### src/rtl/div_pkg.sv
// Shared constants for the sequential restoring divider.
// DIVIDER_RADIX4_EN selects the two-bits-per-cycle build; DIV_LAT follows it.
package div_pkg;

  localparam int DIV_SIZE = 56;

`ifdef DIVIDER_RADIX4_EN
  localparam int DIV_LAT = DIV_SIZE / 2 + 2;
`else
  localparam int DIV_LAT = DIV_SIZE + 2;
`endif

  // FSM encoding (IDLE, CHECK, RUN, DONE)
  localparam logic [1:0] ST_IDLE  = 2'd0;
  localparam logic [1:0] ST_CHECK = 2'd1;
  localparam logic [1:0] ST_RUN   = 2'd2;
  localparam logic [1:0] ST_DONE  = 2'd3;

endpackage

### src/rtl/div_step.sv
// One restoring-division step: shift the next dividend bit into the partial
// remainder, try subtracting the divisor, keep the difference if non-negative.
module div_step #(
  parameter int W = 56
) (
  input  logic [W-1:0] pr,
  input  logic         din,
  input  logic [W-1:0] dvs,
  output logic [W-1:0] pr_nxt,
  output logic         qbit
);

  logic [W:0]   cur;
  logic [W+1:0] trial;

  // Extra top bit acts as the borrow; pr < dvs keeps the kept result in W bits
  assign cur    = {pr, din};
  assign trial  = {1'b0, cur} - {2'b00, dvs};
  assign qbit   = ~trial[W+1];
  assign pr_nxt = qbit ? W'(trial) : W'(cur);

endmodule

### src/rtl/divider_seq_112_56.sv
// Sequential unsigned restoring divider: 2W-bit dividend / W-bit divisor.
// Optional build macro DIVIDER_RADIX4_EN retires two quotient bits per cycle.
module divider_seq_112_56
  import div_pkg::*;
#(
  parameter int div_size = DIV_SIZE,
  parameter int cnt_w    = 6
) (
  input  logic                  clk,
  input  logic                  rst,
  input  logic                  start,
  input  logic [2*div_size-1:0] dividend,
  input  logic [div_size-1:0]   divisor,
  output logic                  busy,
  output logic                  done,
  output logic [div_size-1:0]   quotient,
  output logic [div_size-1:0]   remainder,
  output logic                  err_div0,
  output logic                  err_ovf
);

  localparam int W = div_size;

  if ((2 ** cnt_w) <= div_size) begin : g_cnt_chk
    $error("cnt_w too narrow for div_size");
  end

  logic [1:0]       state;
  logic [W-1:0]     pr;    // partial remainder (dividend high half at start)
  logic [W-1:0]     sr;    // dividend low half shifting out, quotient shifting in
  logic [W-1:0]     dvs;
  logic [cnt_w-1:0] cnt;
  logic [W-1:0]     pr_nxt;
  logic [W-1:0]     sr_nxt;

`ifdef DIVIDER_RADIX4_EN
  localparam logic [cnt_w-1:0] CNT_INIT = cnt_w'(W / 2);

  if ((div_size % 2) != 0) begin : g_odd_chk
    $error("radix-4 build needs an even div_size");
  end

  logic [W-1:0] pr_mid;
  logic         q_hi;
  logic         q_lo;

  div_step #(.W(W)) u_step0 (
    .pr     (pr),
    .din    (sr[W-1]),
    .dvs    (dvs),
    .pr_nxt (pr_mid),
    .qbit   (q_hi)
  );

  div_step #(.W(W)) u_step1 (
    .pr     (pr_mid),
    .din    (sr[W-2]),
    .dvs    (dvs),
    .pr_nxt (pr_nxt),
    .qbit   (q_lo)
  );

  assign sr_nxt = {sr[W-3:0], q_hi, q_lo};
`else
  localparam logic [cnt_w-1:0] CNT_INIT = cnt_w'(W);

  logic q_bit;

  div_step #(.W(W)) u_step0 (
    .pr     (pr),
    .din    (sr[W-1]),
    .dvs    (dvs),
    .pr_nxt (pr_nxt),
    .qbit   (q_bit)
  );

  assign sr_nxt = {sr[W-2:0], q_bit};
`endif

  // Control FSM, datapath registers and held results
  always_ff @(posedge clk) begin
    if (rst) begin
      state     <= ST_IDLE;
      busy      <= 1'b0;
      done      <= 1'b0;
      err_div0  <= 1'b0;
      err_ovf   <= 1'b0;
      quotient  <= '0;
      remainder <= '0;
      cnt       <= '0;
      pr        <= '0;
      sr        <= '0;
      dvs       <= '0;
    end else begin
      done <= 1'b0;
      // busy covers the done cycle, so a start during done is ignored
      if (done) busy <= 1'b0;
      case (state)
        ST_IDLE: begin
          if (start && !busy) begin
            pr    <= dividend[2*W-1:W];
            sr    <= dividend[W-1:0];
            dvs   <= divisor;
            busy  <= 1'b1;
            state <= ST_CHECK;
          end
        end
        ST_CHECK: begin
          err_div0 <= 1'b0;
          err_ovf  <= 1'b0;
          // Error results are staged in pr/sr so DONE copies them uniformly
          if (dvs == '0) begin
            err_div0 <= 1'b1;
            pr       <= sr;
            sr       <= '1;
            state    <= ST_DONE;
          end else if (pr >= dvs) begin
            err_ovf <= 1'b1;
            pr      <= '0;
            sr      <= '1;
            state   <= ST_DONE;
          end else begin
            cnt   <= CNT_INIT;
            state <= ST_RUN;
          end
        end
        ST_RUN: begin
          pr  <= pr_nxt;
          sr  <= sr_nxt;
          cnt <= cnt - cnt_w'(1);
          if (cnt == cnt_w'(1)) state <= ST_DONE;
        end
        ST_DONE: begin
          done      <= 1'b1;
          quotient  <= sr;
          remainder <= pr;
          state     <= ST_IDLE;
        end
        default: state <= ST_IDLE;
      endcase
    end
  end

endmodule

### config.mk
export PLATFORM = sky130hd
export DESIGN_NAME = divider_seq_112_56
export DESIGN_NICKNAME = d
export VERILOG_FILES = /design/src/rtl/div_pkg.sv /design/src/rtl/div_step.sv /design/src/rtl/divider_seq_112_56.sv
export SDC_FILE = /design/constraint.sdc
export NUM_CORES = 1
export LEC_CHECK = 0
export ABC_CLOCK_PERIOD_IN_PS = 4600
export CAP_MARGIN = 25
export CORE_MARGIN = 2
export CORE_UTILIZATION = 37
export DETAILED_ROUTE_END_ITERATION = 7
export PLACE_DENSITY_LB_ADDON = 0.08
export SLEW_MARGIN = 20
export SYNTH_ARGS = -nofsm -noshare
export SYNTH_HDL_FRONTEND = slang
export SYNTH_SLANG_ARGS = --single-unit
export TNS_END_PERCENT = 10
### constraint.sdc
create_clock -name clk -period 4.6 [get_ports clk]
set_input_delay 1.15 -clock clk [delete_from_list [all_inputs] [get_ports clk]]
set_output_delay 1.15 -clock clk [all_outputs]
set_load 0.02 [all_outputs]
==> results of run 1 <==
## registers in the layout, summed over array words and instances (netlist names)
| register | flops |
|---|---|
| dvs | 56 |
| pr | 56 |
| quotient | 56 |
| remainder | 56 |
| sr | 56 |
| cnt | 6 |
| state | 2 |
| busy | 1 |
| done | 1 |
| err_div0 | 1 |
| err_ovf | 1 |
## how the worst max path moves through the flow
| stage | startpoint | depth (start not counted) | slack (ps) | endpoint |
|---|---|---|---|---|
| finish | dvs[10]$_SDFFE_PP0P_ | 13 | 570 | pr[15]$_SDFFE_PP0P_ |
| global route | dvs[9]$_SDFFE_PP0P_ | 13 | 360 | pr[13]$_SDFFE_PP0P_ |
| CTS | dvs[9]$_SDFFE_PP0P_ | 13 | 610 | pr[32]$_SDFFE_PP0P_ |
| detailed placement | dvs[10]$_SDFFE_PP0P_ | 13 | 650 | pr[32]$_SDFFE_PP0P_ |
| global placement | dvs[9]$_SDFFE_PP0P_ | 14 | 630 | pr[39]$_SDFFE_PP0P_ |
| floorplan | dvs[18]$_SDFFE_PP0P_ | 17 | 1340 | pr[32]$_SDFFE_PP0P_ |
## cells in the final DEF (no fill, tap or decap), types with 11 or more instances in the layout
cell,count
a21oi_1,309
nor2_1,300
dfxtp_1,292
clkdlybuf4s50_1,285
nand2_1,250
ha_1,114
mux2i_1,113
o21ai_0,103
inv_1,88
a21o_1,67
a211oi_1,61
buf_4,59
clkbuf_16,38
xnor2_1,30
nand4_1,26
mux2_2,23
a22oi_1,21
a221oi_1,20
nor4_1,18
xor2_1,18
nand3_1,15
or3_1,15
a31oi_1,14
nor3_1,13
o211ai_1,11
## cell type report
cell class	instances	area, µm²
Tap cell	607	759.5
Inverter	88	330.3
Timing Repair Buffer	352	3450
Antenna cell	1	2.502
Clock inverter	13	183.9
Clock buffer	53	1077
Sequential cell	292	5846
Fill cell	4729	24210
Multi-Input combinational cell	1695	10700
## power by group
part           switching (mW)  leakage [nW]  internal [mW]
logic                    5.94          5.73           3.67
clock network            1.21         0.604           1.81
registers               0.585          2.38           2.96
## kinds of logic (layout without fill, tap and decap cells)
family	after synthesis	in the layout	share of synthesized area, %
compound gates	699	699	25.05
flops	292	292	33.51
fa+ha+maj	119	119	8.578
mux	136	136	7.969
other cells	0	1	0
buf+inv	245	506	5.544
xor+xnor	48	48	2.410
simple gates	693	693	16.93
## through the flow
step / hold WS [ps] / worst slack (ps)
5_1_grt: 492.6 / 355.6
4_1_cts: 465.5 / 607.7
6_report: 465.2 / 571.2
2_1_floorplan: 449.0 / 1345
3_3_place_gp: 449.4 / 632.3
3_5_place_dp: 456.5 / 646.2
## per-layer routing
layer	share of wire, %	global-route usage [%]	vias to the layer above
met5	0.14	0	-
met4	2.3	7.144	14
met3	7.3	6.174	76
met2	40	38.55	534
met1	50	41.14	8347
li1	-	-	8415
## worst register-to-register path, stage by stage, from the launching register on
cell	delay, ps
dfxtp_1	550
inv_1	160
ha_1	340
nand4_1	120
a2111oi_0	560
nand2_1	120
o211a_1	260
o211ai_1	690
o221ai_4	270
nor2_2	170
buf_4	230
o21ai_0	190
a21oi_1	200
a21o_1	110
==> out/qor.csv, run 1 <==
metric,value,unit
area_growth,28.10,%
finalSetupTns,0,ps
die_y,221.1,µm
die_w,221.1,µm
reg2reg_depth,13,
async_flop_share,0,%
grt_max_degree,132,
critPathKind,flip-flop to flip-flop,
root_buffer,clkbuf_16,
design_area,22350,µm²
outcome,"complete, no violations",
rrSetupSlack,570,ps
cp-end-kind,flip-flop,
ys_seq_elements,292,
grt_pass1_wl,104400,µm
setup_violations,0,
core_area,46560,µm²
path_cells,inv_1 > ha_1 > nand4_1 > a2111oi_0 > nand2_1 > o211a_1 > o211ai_1 > o221ai_4 > nor2_2 > buf_4 > o21ai_0 > a21oi_1 > a21o_1,
tightest_slew,995.5,ps
vias_per_cell,5.607,
cpLargestDelayFamily,compound AO/OA/AOI/OAI gates,
drv.max_cap_violation_count,0,
regToRegStartpoint,dvs[10]$_SDFFE_PP0P_,
hold_viol,0,
hold_buffers,0,
critPathLaunchType,flip-flop,
routedWlPerCell,22.14,µm
synthTopCellsByCount,"a21oi_1 (309), nor2_1 (301), dfxtp_1 (292), nand2_1 (250), clkbuf_1 (124)",
htree_num_levels,2,
num_vias,17390,
cp_slowest_stage_delay,690,ps
post-route-period-util,87.58,%
fmax,0.2482,GHz
clk_pin_slew,60,ps
ios,287,
timing.slew.headroom,33.64,%
final_layout_size_suffix_gt1_share,7.100,%
worstPathMaxFanout,16,
crit_buf_inv,2,
dpl.cell_count,3034,
finalNonFillerCells,3101,
final_antenna_net_count,0,
route.detailed.drc,0,
slew_violations,0,
drtIter0Drc,1415,
drt_first_pass_iters,5,
cts_buffer_depth,3,
core.rowCount,79,
hpwlAfterDp,51450,µm
fin_skew,15.37,ps
gp_congestion,0.9517,
portBuffers,286,
placed_area,21080,µm²
synth_area_per_cell,7.816,µm²
insertion_delay,570,ps
hp-class,flip-flop to flip-flop,
fin_crit,4029,ps
cts-resized-gates,0,
power.density,724.4,nW/µm²
seq_area_frac_synth,33.51,%
rsz0062_at_grt,false,
worstHoldPathCells,2,
synth_fp_nets,2522,
totalWireLength,68640,µm
min_from,err_ovf$_SDFFE_PP0P_,
yosysMostFrequentCell,a21oi_1,
grt_usage,27.28,%
synth_top_area_share,33.51,%
utilization,48.00,%
ir_drop,0.7363,mV
post_cts_buffers,0,
start_util,37.47,%
grt-ovfl-total,0,
reg2reg_to,pr[15]$_SDFFE_PP0P_,
synth_edf_count,0,
dieArea,48900,µm²
finalPower,16.19,mW
synth_top_area_cell,dfxtp_1,
synth_ff_type,dfxtp_1,
cts-buffers-inserted,37,
p_leak,8.716,nW
synth_area_leaders,"dfxtp_1 (34%), a21oi_1 (8.9%), ha_1 (8.5%)",
final_nets,2756,
cts_tree,done,
synth.cell_area,17440,µm²
synth_cell_types,75,
required,5100,ps
crit_arrival,4530,ps
antenna_found_initial,8,
synthCells,2232,
grt_pass1_vias,16790,
synth_warnings,0,
worst_path_max_delay_cell,o211ai_1,
hold_end,err_ovf$_SDFFE_PP0P_,
cts_sinks,292,
No activity file was read; power rests on OpenSTA's default activity.
==> inputs of run 2 (changes only) <==
--- a/config.mk
+++ b/config.mk
@@ -5,12 +5,15 @@
 export SDC_FILE = /design/constraint.sdc
 export NUM_CORES = 1
 export LEC_CHECK = 0
+export ABC_AREA = 1
 export ABC_CLOCK_PERIOD_IN_PS = 4600
 export CAP_MARGIN = 25
 export CORE_MARGIN = 2
 export CORE_UTILIZATION = 37
+export CTS_BUF_LIST = sky130_fd_sc_hd__clkbuf_4 sky130_fd_sc_hd__clkbuf_8
 export DETAILED_ROUTE_END_ITERATION = 7
 export PLACE_DENSITY_LB_ADDON = 0.08
+export RECOVER_POWER = 50
 export SLEW_MARGIN = 20
 export SYNTH_ARGS = -nofsm -noshare
 export SYNTH_HDL_FRONTEND = slang
==> run 2 against run 1 <==
The run now ends with max-capacitance violations, max-slew violations left. Wire length rose by 19%. Clock power fell by 8.3%. Final cell count grew 38%. Count of clock-buffer cells in the layout grew 32. Critical path depth shrank 8. Design area up 8.5%. Area after synthesis grew 13%. Critical path type is now primary input to flip-flop.
==> out/qor.csv, run 2 <==
metric,value,unit,change
htree_num_levels,2,,unchanged
drv.max_cap_violation_count,2,,+2
fmax,0.2767,GHz,+11%
yosysMostFrequentCell,nand2_1,,
synth-simple-area-share,33.47,%,+17 points
placed_area,23120,µm²,+9.7%
regToRegStartpoint,state[0]$_SDFFE_PP0P_,,
switchingPower,12.87,mW,+66%
async_flop_share,0,%,unchanged
critPathKind,primary input to flip-flop,,
route.detailed.drc,0,,unchanged
grt_usage,28.66,%,+1.4 points
synth-xor-area-share,1.065,%,-1.3 points
rrSetupSlack,1070,ps,+500 ps
portBuffers,286,,unchanged
synth_ff_type,dfxtp_1,,
seq_area_frac_synth,29.63,%,-3.9 points
synth_warnings,0,,unchanged
synthCells,3325,,+49%
p_seq_share,18.1,%,-3.8 points
die_y,234.9,µm,+6.2%
ys_seq_elements,292,,unchanged
start_util,37.47,%,about the same
synth_top_family_by_area,simple AND/OR/NAND/NOR gates,,
cp-end-kind,flip-flop,,
required,5200,ps,+100 ps
synth_top_area_cell,dfxtp_1,,
tightest_slew,1841,ps,+846.0 ps
design_area,24250,µm²,+8.5%
synth_top_area_share,29.63,%,-3.9 points
root_buffer,clkbuf_8,,
synth_edf_count,0,,unchanged
comb_power_share,69.5,%,+10 points
setup_violations,0,,unchanged
grt_pass1_wl,122900,µm,+18%
cts-buffers-inserted,54,,+46%
synth_compound_area_share,15.92,%,-9.1 points
min_from,cnt[1]$_SDFFE_PP0P_,,
routedWlPerCell,19.09,µm,-14%
critPathLaunchType,primary input,,
reg2reg_to,remainder[10]$_SDFFE_PP0P_,,
cts_sinks,292,,unchanged
core.rowCount,84,,+6.3%
fin_crit,3614,ps,-415.2 ps
drtIter0Drc,1949,,+38%
synth_fp_nets,3615,,+43%
power.density,926.0,nW/µm²,+28%
rsz0062_at_grt,false,,
finalSetupTns,0,ps,unchanged
totalWireLength,81520,µm,+19%
cts_tree,done,,
grt-ovfl-total,0,,unchanged
slew_violations,100,,+100
synth_area_leaders,"dfxtp_1 (30%), nand2_1 (19%), inv_1 (8.7%)",,
area_growth,22.92,%,
synth.cell_area,19730,µm²,+13%
yosys-mux-area-fraction,0,%,-8.0 points
grt_max_degree,135,,+2.3%
worstPathMaxFanout,67,,+51
post-route-period-util,78.56,%,-9.0 points
hpwlAfterDp,62610,µm,+22%
hold_buffers,0,,unchanged
switching_share,57.29,%,+9.5 points
fin_skew,48.62,ps,+33.24 ps
hp-class,flip-flop to flip-flop,,
vias_per_cell,5.058,,-9.8%
core_area,52660,µm²,+13%
mostFrequentLayoutCells,"nand2_1 (980), inv_1 (455), nor2_1 (400), a21oi_1 (295), o21ai_0 (295)",,
clk_pin_slew,70,ps,about the same
violations,"max-capacitance violations, max-slew violations",,
hold_end,cnt[1]$_SDFFE_PP0P_,,
final_layout_size_suffix_gt1_share,4.662,%,-2.4 points
utilization,46.06,%,-1.9 points
antenna_found_initial,5,,-3
cts-resized-gates,0,,unchanged
worstHoldPathCells,2,,unchanged
synthAdderAreaFrac,7.584,%,-0.99 points
clockPowerShare,12.4,%,-6.3 points
final_nets,3832,,+39%
ir_drop,0.5328,mV,-28%
fill_cells,5660,,+20%
die_w,234.9,µm,+6.2%
dpl.cell_count,4174,,+38%
insertion_delay,700,ps,+130 ps
timing.slew.headroom,-22.77,%,-56 points
synthTopCellsByCount,"nand2_1 (980), inv_1 (456), nor2_1 (402), a21oi_1 (295), o21ai_0 (295)",,
dieArea,55190,µm²,+13%
gp_congestion,0.9205,,-3.3%
grt_pass1_vias,20630,,+23%
outcome,"complete, but fails checks",,
ios,287,,unchanged
synth_cell_types,33,,-56%
post_cts_buffers,0,,unchanged
internal_power,9.591,mW,+14%
final_antenna_net_count,0,,unchanged
finalNonFillerCells,4271,,+38%
reg2reg_depth,5,,-8
drt_first_pass_iters,6,,+1
cts_buffer_depth,3,,unchanged
synth_area_per_cell,5.934,µm²,-24%
p_leak,12.20,nW,+40%
final_common_cell,nand2_1,,
hold_viol,0,,unchanged
crit_arrival,4210,ps,-320 ps
num_vias,21600,,+24%
==> run 2: changes by cell type in the layout (fill, tap and decap cells not counted), moves of 31 or more <==
| cell | change |
|---|---|
| nand3_1 | +151 |
| mux2i_1 | -113 |
| a21o_1 | -65 |
| a211oi_1 | -61 |
| nand2_1 | +730 |
| clkdlybuf4s50_1 | -31 |
| clkbuf_16 | -38 |
| o21ai_0 | +192 |
| inv_1 | +367 |
| nor2_1 | +100 |
| dlygate4sd3_1 | +32 |
| clkbuf_8 | +53 |
| buf_4 | -47 |
==> run 2: layout make-up <==
class                      instances  area, µm²  area share, %
inverter                         480       1808          7.455
clock inverter                    11      137.6         0.5675
multi-input combinational       2405      11480          47.35
antenna                            1      2.502        0.01032
timing repair buffer             309       3094          12.76
clock buffer                      85       1020          4.205
sequential                       292       5846          24.10
tap                              688      860.8          3.549
==> run 2: per-stage QoR <==
step / hold WS [ps] / setup WS (ps) / total power [mW]
after floorplan: 454.4 / 2439 / 14.33
after global placement: 472.1 / 1356 / 19.33
after detailed placement: 471.0 / 1322 / 19.44
after CTS: 480.6 / 1496 / 22.33
after global routing: 523.0 / 683.3 / 24.55
final: 481.5 / 986.4 / 22.46
==> run 2: per-layer routing <==
layer | wire length, µm | GRT usage, % | up-vias
met5 | 35 | 0 | -
met4 | 1970 | 7.959 | 6
met3 | 6277 | 6.086 | 119
met2 | 34040 | 42.66 | 695
met1 | 39200 | 41.45 | 9885
li1 | - | - | 10900
==> run 2: power by group through the flow <==
stage          sequential [mW]  clock, mW  combinational [mW]
4_1_cts                   4.04       2.85                15.4
5_1_grt                   4.13       2.94                17.5
2_1_floorplan             3.90          0                10.4
3_3_place_gp              4.08          0                15.2
3_5_place_dp              4.08          0                15.4
6_report                  4.07       2.78                15.6
==> run 2: worst max path at each step <==
stage	start	endpoint	slack (ps)	cells after the start
2_1_floorplan	dvs[48]$_SDFFE_PP0P_	pr[9]$_SDFFE_PP0P_	2440	15
3_3_place_gp	start	dvs[37]$_SDFFE_PP0P_	1360	5
3_5_place_dp	start	dvs[36]$_SDFFE_PP0P_	1320	5
4_1_cts	dvs[15]$_SDFFE_PP0P_	pr[38]$_SDFFE_PP0P_	1500	16
5_1_grt	state[0]$_SDFFE_PP0P_	remainder[13]$_SDFFE_PP0P_	680	5
6_report	start	dvs[36]$_SDFFE_PP0P_	990	5
==> run 2: worst max-delay path: stages <==
cell	delay (ps)
dlygate4sd3_1	590
nand3_4	510
clkbuf_1	1380
o21ai_0	320
a21oi_1	220
==> run 2: cell families after synthesis <==
group,after synthesis
buffers and inverters,628
AND/OR/NAND/NOR,1638
flip-flops,292
AO/OA/AOI/OAI,624
adder cells (fa/ha/maj),119
XOR/XNOR,24
==> inputs of run 3 (changes only) <==
--- a/config.mk
+++ b/config.mk
@@ -6,7 +6,7 @@
 export NUM_CORES = 1
 export LEC_CHECK = 0
 export ABC_AREA = 1
-export ABC_CLOCK_PERIOD_IN_PS = 4600
+export ABC_CLOCK_PERIOD_IN_PS = 3700
 export CAP_MARGIN = 25
 export CORE_MARGIN = 2
 export CORE_UTILIZATION = 37
==> constraint.sdc (replaced) <==
create_clock -name clk -period 3.7 [get_ports clk]
set_input_delay 0.925 -clock clk [delete_from_list [all_inputs] [get_ports clk]]
set_output_delay 0.925 -clock clk [all_outputs]
set_load 0.02 [all_outputs]
==> run 3 against run 2 <==
The run still ends with max-capacitance violations, max-slew violations left. Register-to-register slack got worse by 590 ps. Worst hold slack better by 8.0 ps. Final cell count barely moved. First-iteration DRC count down 9.6%. Via count up 0.87%. Count of clock-buffer cells in the layout shrank 6. Sequential share of layout area is 0.11 points lower. Non-clock buffer count up 16. Wire length grew 1.4%. Critical endpoint is now dvs[23]$_SDFFE_PP0P_. Highest routed layer unchanged.
==> out/qor.csv, run 3 (synthesized netlist as in run 2, its figures left out) <==
metric,value,unit,change
routedWlPerCell,19.34,µm,+1.3%
rsz0062_at_grt,false,,
antenna_found_initial,6,,+1
grt-ovfl-total,0,,unchanged
core.rowCount,84,,unchanged
violations,"max-capacitance violations, max-slew violations",,
fin_crit,3354,ps,
reg2reg_to,pr[45]$_SDFFE_PP0P_,,
hpwlAfterDp,64000,µm,+2.2%
final_nets,3846,,+0.37%
grt_usage,28.99,%,+0.33 points
drv.max_cap_violation_count,2,,unchanged
num_vias,21790,,+0.87%
clk_pin_slew,60,ps,about the same
regArea,5846,µm²,unchanged
reg2reg_depth,16,,+11
crit_arrival,3940,ps,-270 ps
cts_tree,done,,
critPathKind,primary input to flip-flop,,
placed_area,23300,µm²,+0.79%
route.detailed.drc,0,,unchanged
multi_input_area,11500,µm²,+0.11%
post-route-period-util,90.65,%,
cp-endpoint,dvs[23]$_SDFFE_PP0P_,,
cts-buffers-inserted,52,,-3.7%
final_layout_size_suffix_gt1_share,4.798,%,+0.14 points
finalSetupTns,0,ps,unchanged
cts_sinks,292,,unchanged
cts_buffer_depth,3,,unchanged
hold_ws,489.4,ps,+7.963 ps
vias_per_cell,5.097,,+0.78%
timing.slew.headroom,-44.28,%,-22 points
min_from,cnt[5]$_SDFFE_PP0P_,,
hp-class,flip-flop to flip-flop,,
hold_viol,0,,unchanged
root_buffer,clkbuf_8,,
ios,287,,unchanged
grt_pass1_vias,20490,,-0.65%
portBuffers,286,,unchanged
drtIter0Drc,1762,,-9.6%
regToRegStartpoint,pr[47]$_SDFFE_PP0P_,,
gp_congestion,0.9618,,+4.5%
core_area,52660,µm²,unchanged
critPathLaunchType,primary input,,
fmax,0.2981,GHz,
tightest_slew,2164,ps,+322.8 ps
rrSetupSlack,480,ps,-590 ps
startpoint,rst,,
worstPathMaxFanout,60,,-10%
mostFrequentLayoutCells,"nand2_1 (980), inv_1 (456), nor2_1 (400), a21oi_1 (295), o21ai_0 (295)",,
start_util,37.47,%,unchanged
drt_first_pass_iters,6,,unchanged
dieArea,55190,µm²,unchanged
cts-resized-gates,0,,unchanged
setup_violations,0,,unchanged
die_w,234.9,µm,unchanged
totalWireLength,82680,µm,+1.4%
area_growth,23.48,%,
grt_max_degree,169,,+25%
fin_skew,39.82,ps,-8.793 ps
design_area,24360,µm²,+0.45%
die_y,234.9,µm,unchanged
final_common_cell,nand2_1,,
post_cts_buffers,0,,unchanged
cp-end-kind,flip-flop,,
final_antenna_net_count,0,,unchanged
outcome,"complete, but fails checks",,
insertion_delay,670,ps,-30 ps
fill_cells,5578,,-1.4%
hold_buffers,0,,unchanged
htree_num_levels,2,,unchanged
grt_pass1_wl,123800,µm,+0.74%
required,4290,ps,-910 ps
slew_violations,91,,-9.0%
-- run 3: cell count changes in the layout (fill, tap and decap cells not counted), moves of 5 or more --
cell,previous run,this run
clkbuf_4,24,12
buf_4,12,27
clkbuf_8,61,67
buf_12,6,11
clkinv_2,7,2
-- run 3: worst min-delay path by stage --
stage | endpoint | slack [ps] | cells after the start
2_1_floorplan | cnt[1]$_SDFFE_PP0P_ | 450 | 2
3_3_place_gp | cnt[5]$_SDFFE_PP0P_ | 470 | 2
3_5_place_dp | cnt[5]$_SDFFE_PP0P_ | 480 | 2
4_1_cts | cnt[5]$_SDFFE_PP0P_ | 490 | 2
5_1_grt | cnt[4]$_SDFFE_PP0P_ | 520 | 2
6_report | cnt[5]$_SDFFE_PP0P_ | 490 | 2
-- run 3: stage by stage --
step | std cells | setup WS [ps] | utilization [%]
floorplan | 3325 | 1539 | -
global placement | 4190 | 539.6 | 44.26
detailed placement | 4190 | 575.4 | 44.26
CTS | 4273 | 566.0 | 46.28
global route | 4275 | 197.2 | 46.27
finish | 4275 | 346.0 | 46.27
-- run 3: cell type report --
| type | count | area share (%) |
|---|---|---|
| multi-input cells | 2405 | 47.19 |
| flip-flops and latches | 292 | 23.99 |
| repair buffers | 325 | 13.50 |
| inverters | 480 | 7.400 |
| clock buffers | 79 | 4.155 |
| well taps | 688 | 3.533 |
| clock inverters | 4 | 0.2054 |
| diodes | 2 | 0.02054 |
-- run 3: per-layer routing --
metal / wire (µm) / vias up / GRT usage [%]
li1: - / 10910 / -
met5: 27 / - / 0
met3: 6541 / 102 / 5.815
met4: 1974 / 4 / 7.557
met1: 40060 / 10040 / 42.69
met2: 34070 / 732 / 42.72
-- run 3: critical path, cell delays in order --
cell and delay [ps]:
dlygate4sd3_1 570, inv_1 1540, buf_4 480, o21ai_0 230, a21oi_1 170
Power of run 3 is left out: the tool's default activity adds up to more than one toggle a clock period on the data nets, which glitch-free logic cannot reach.
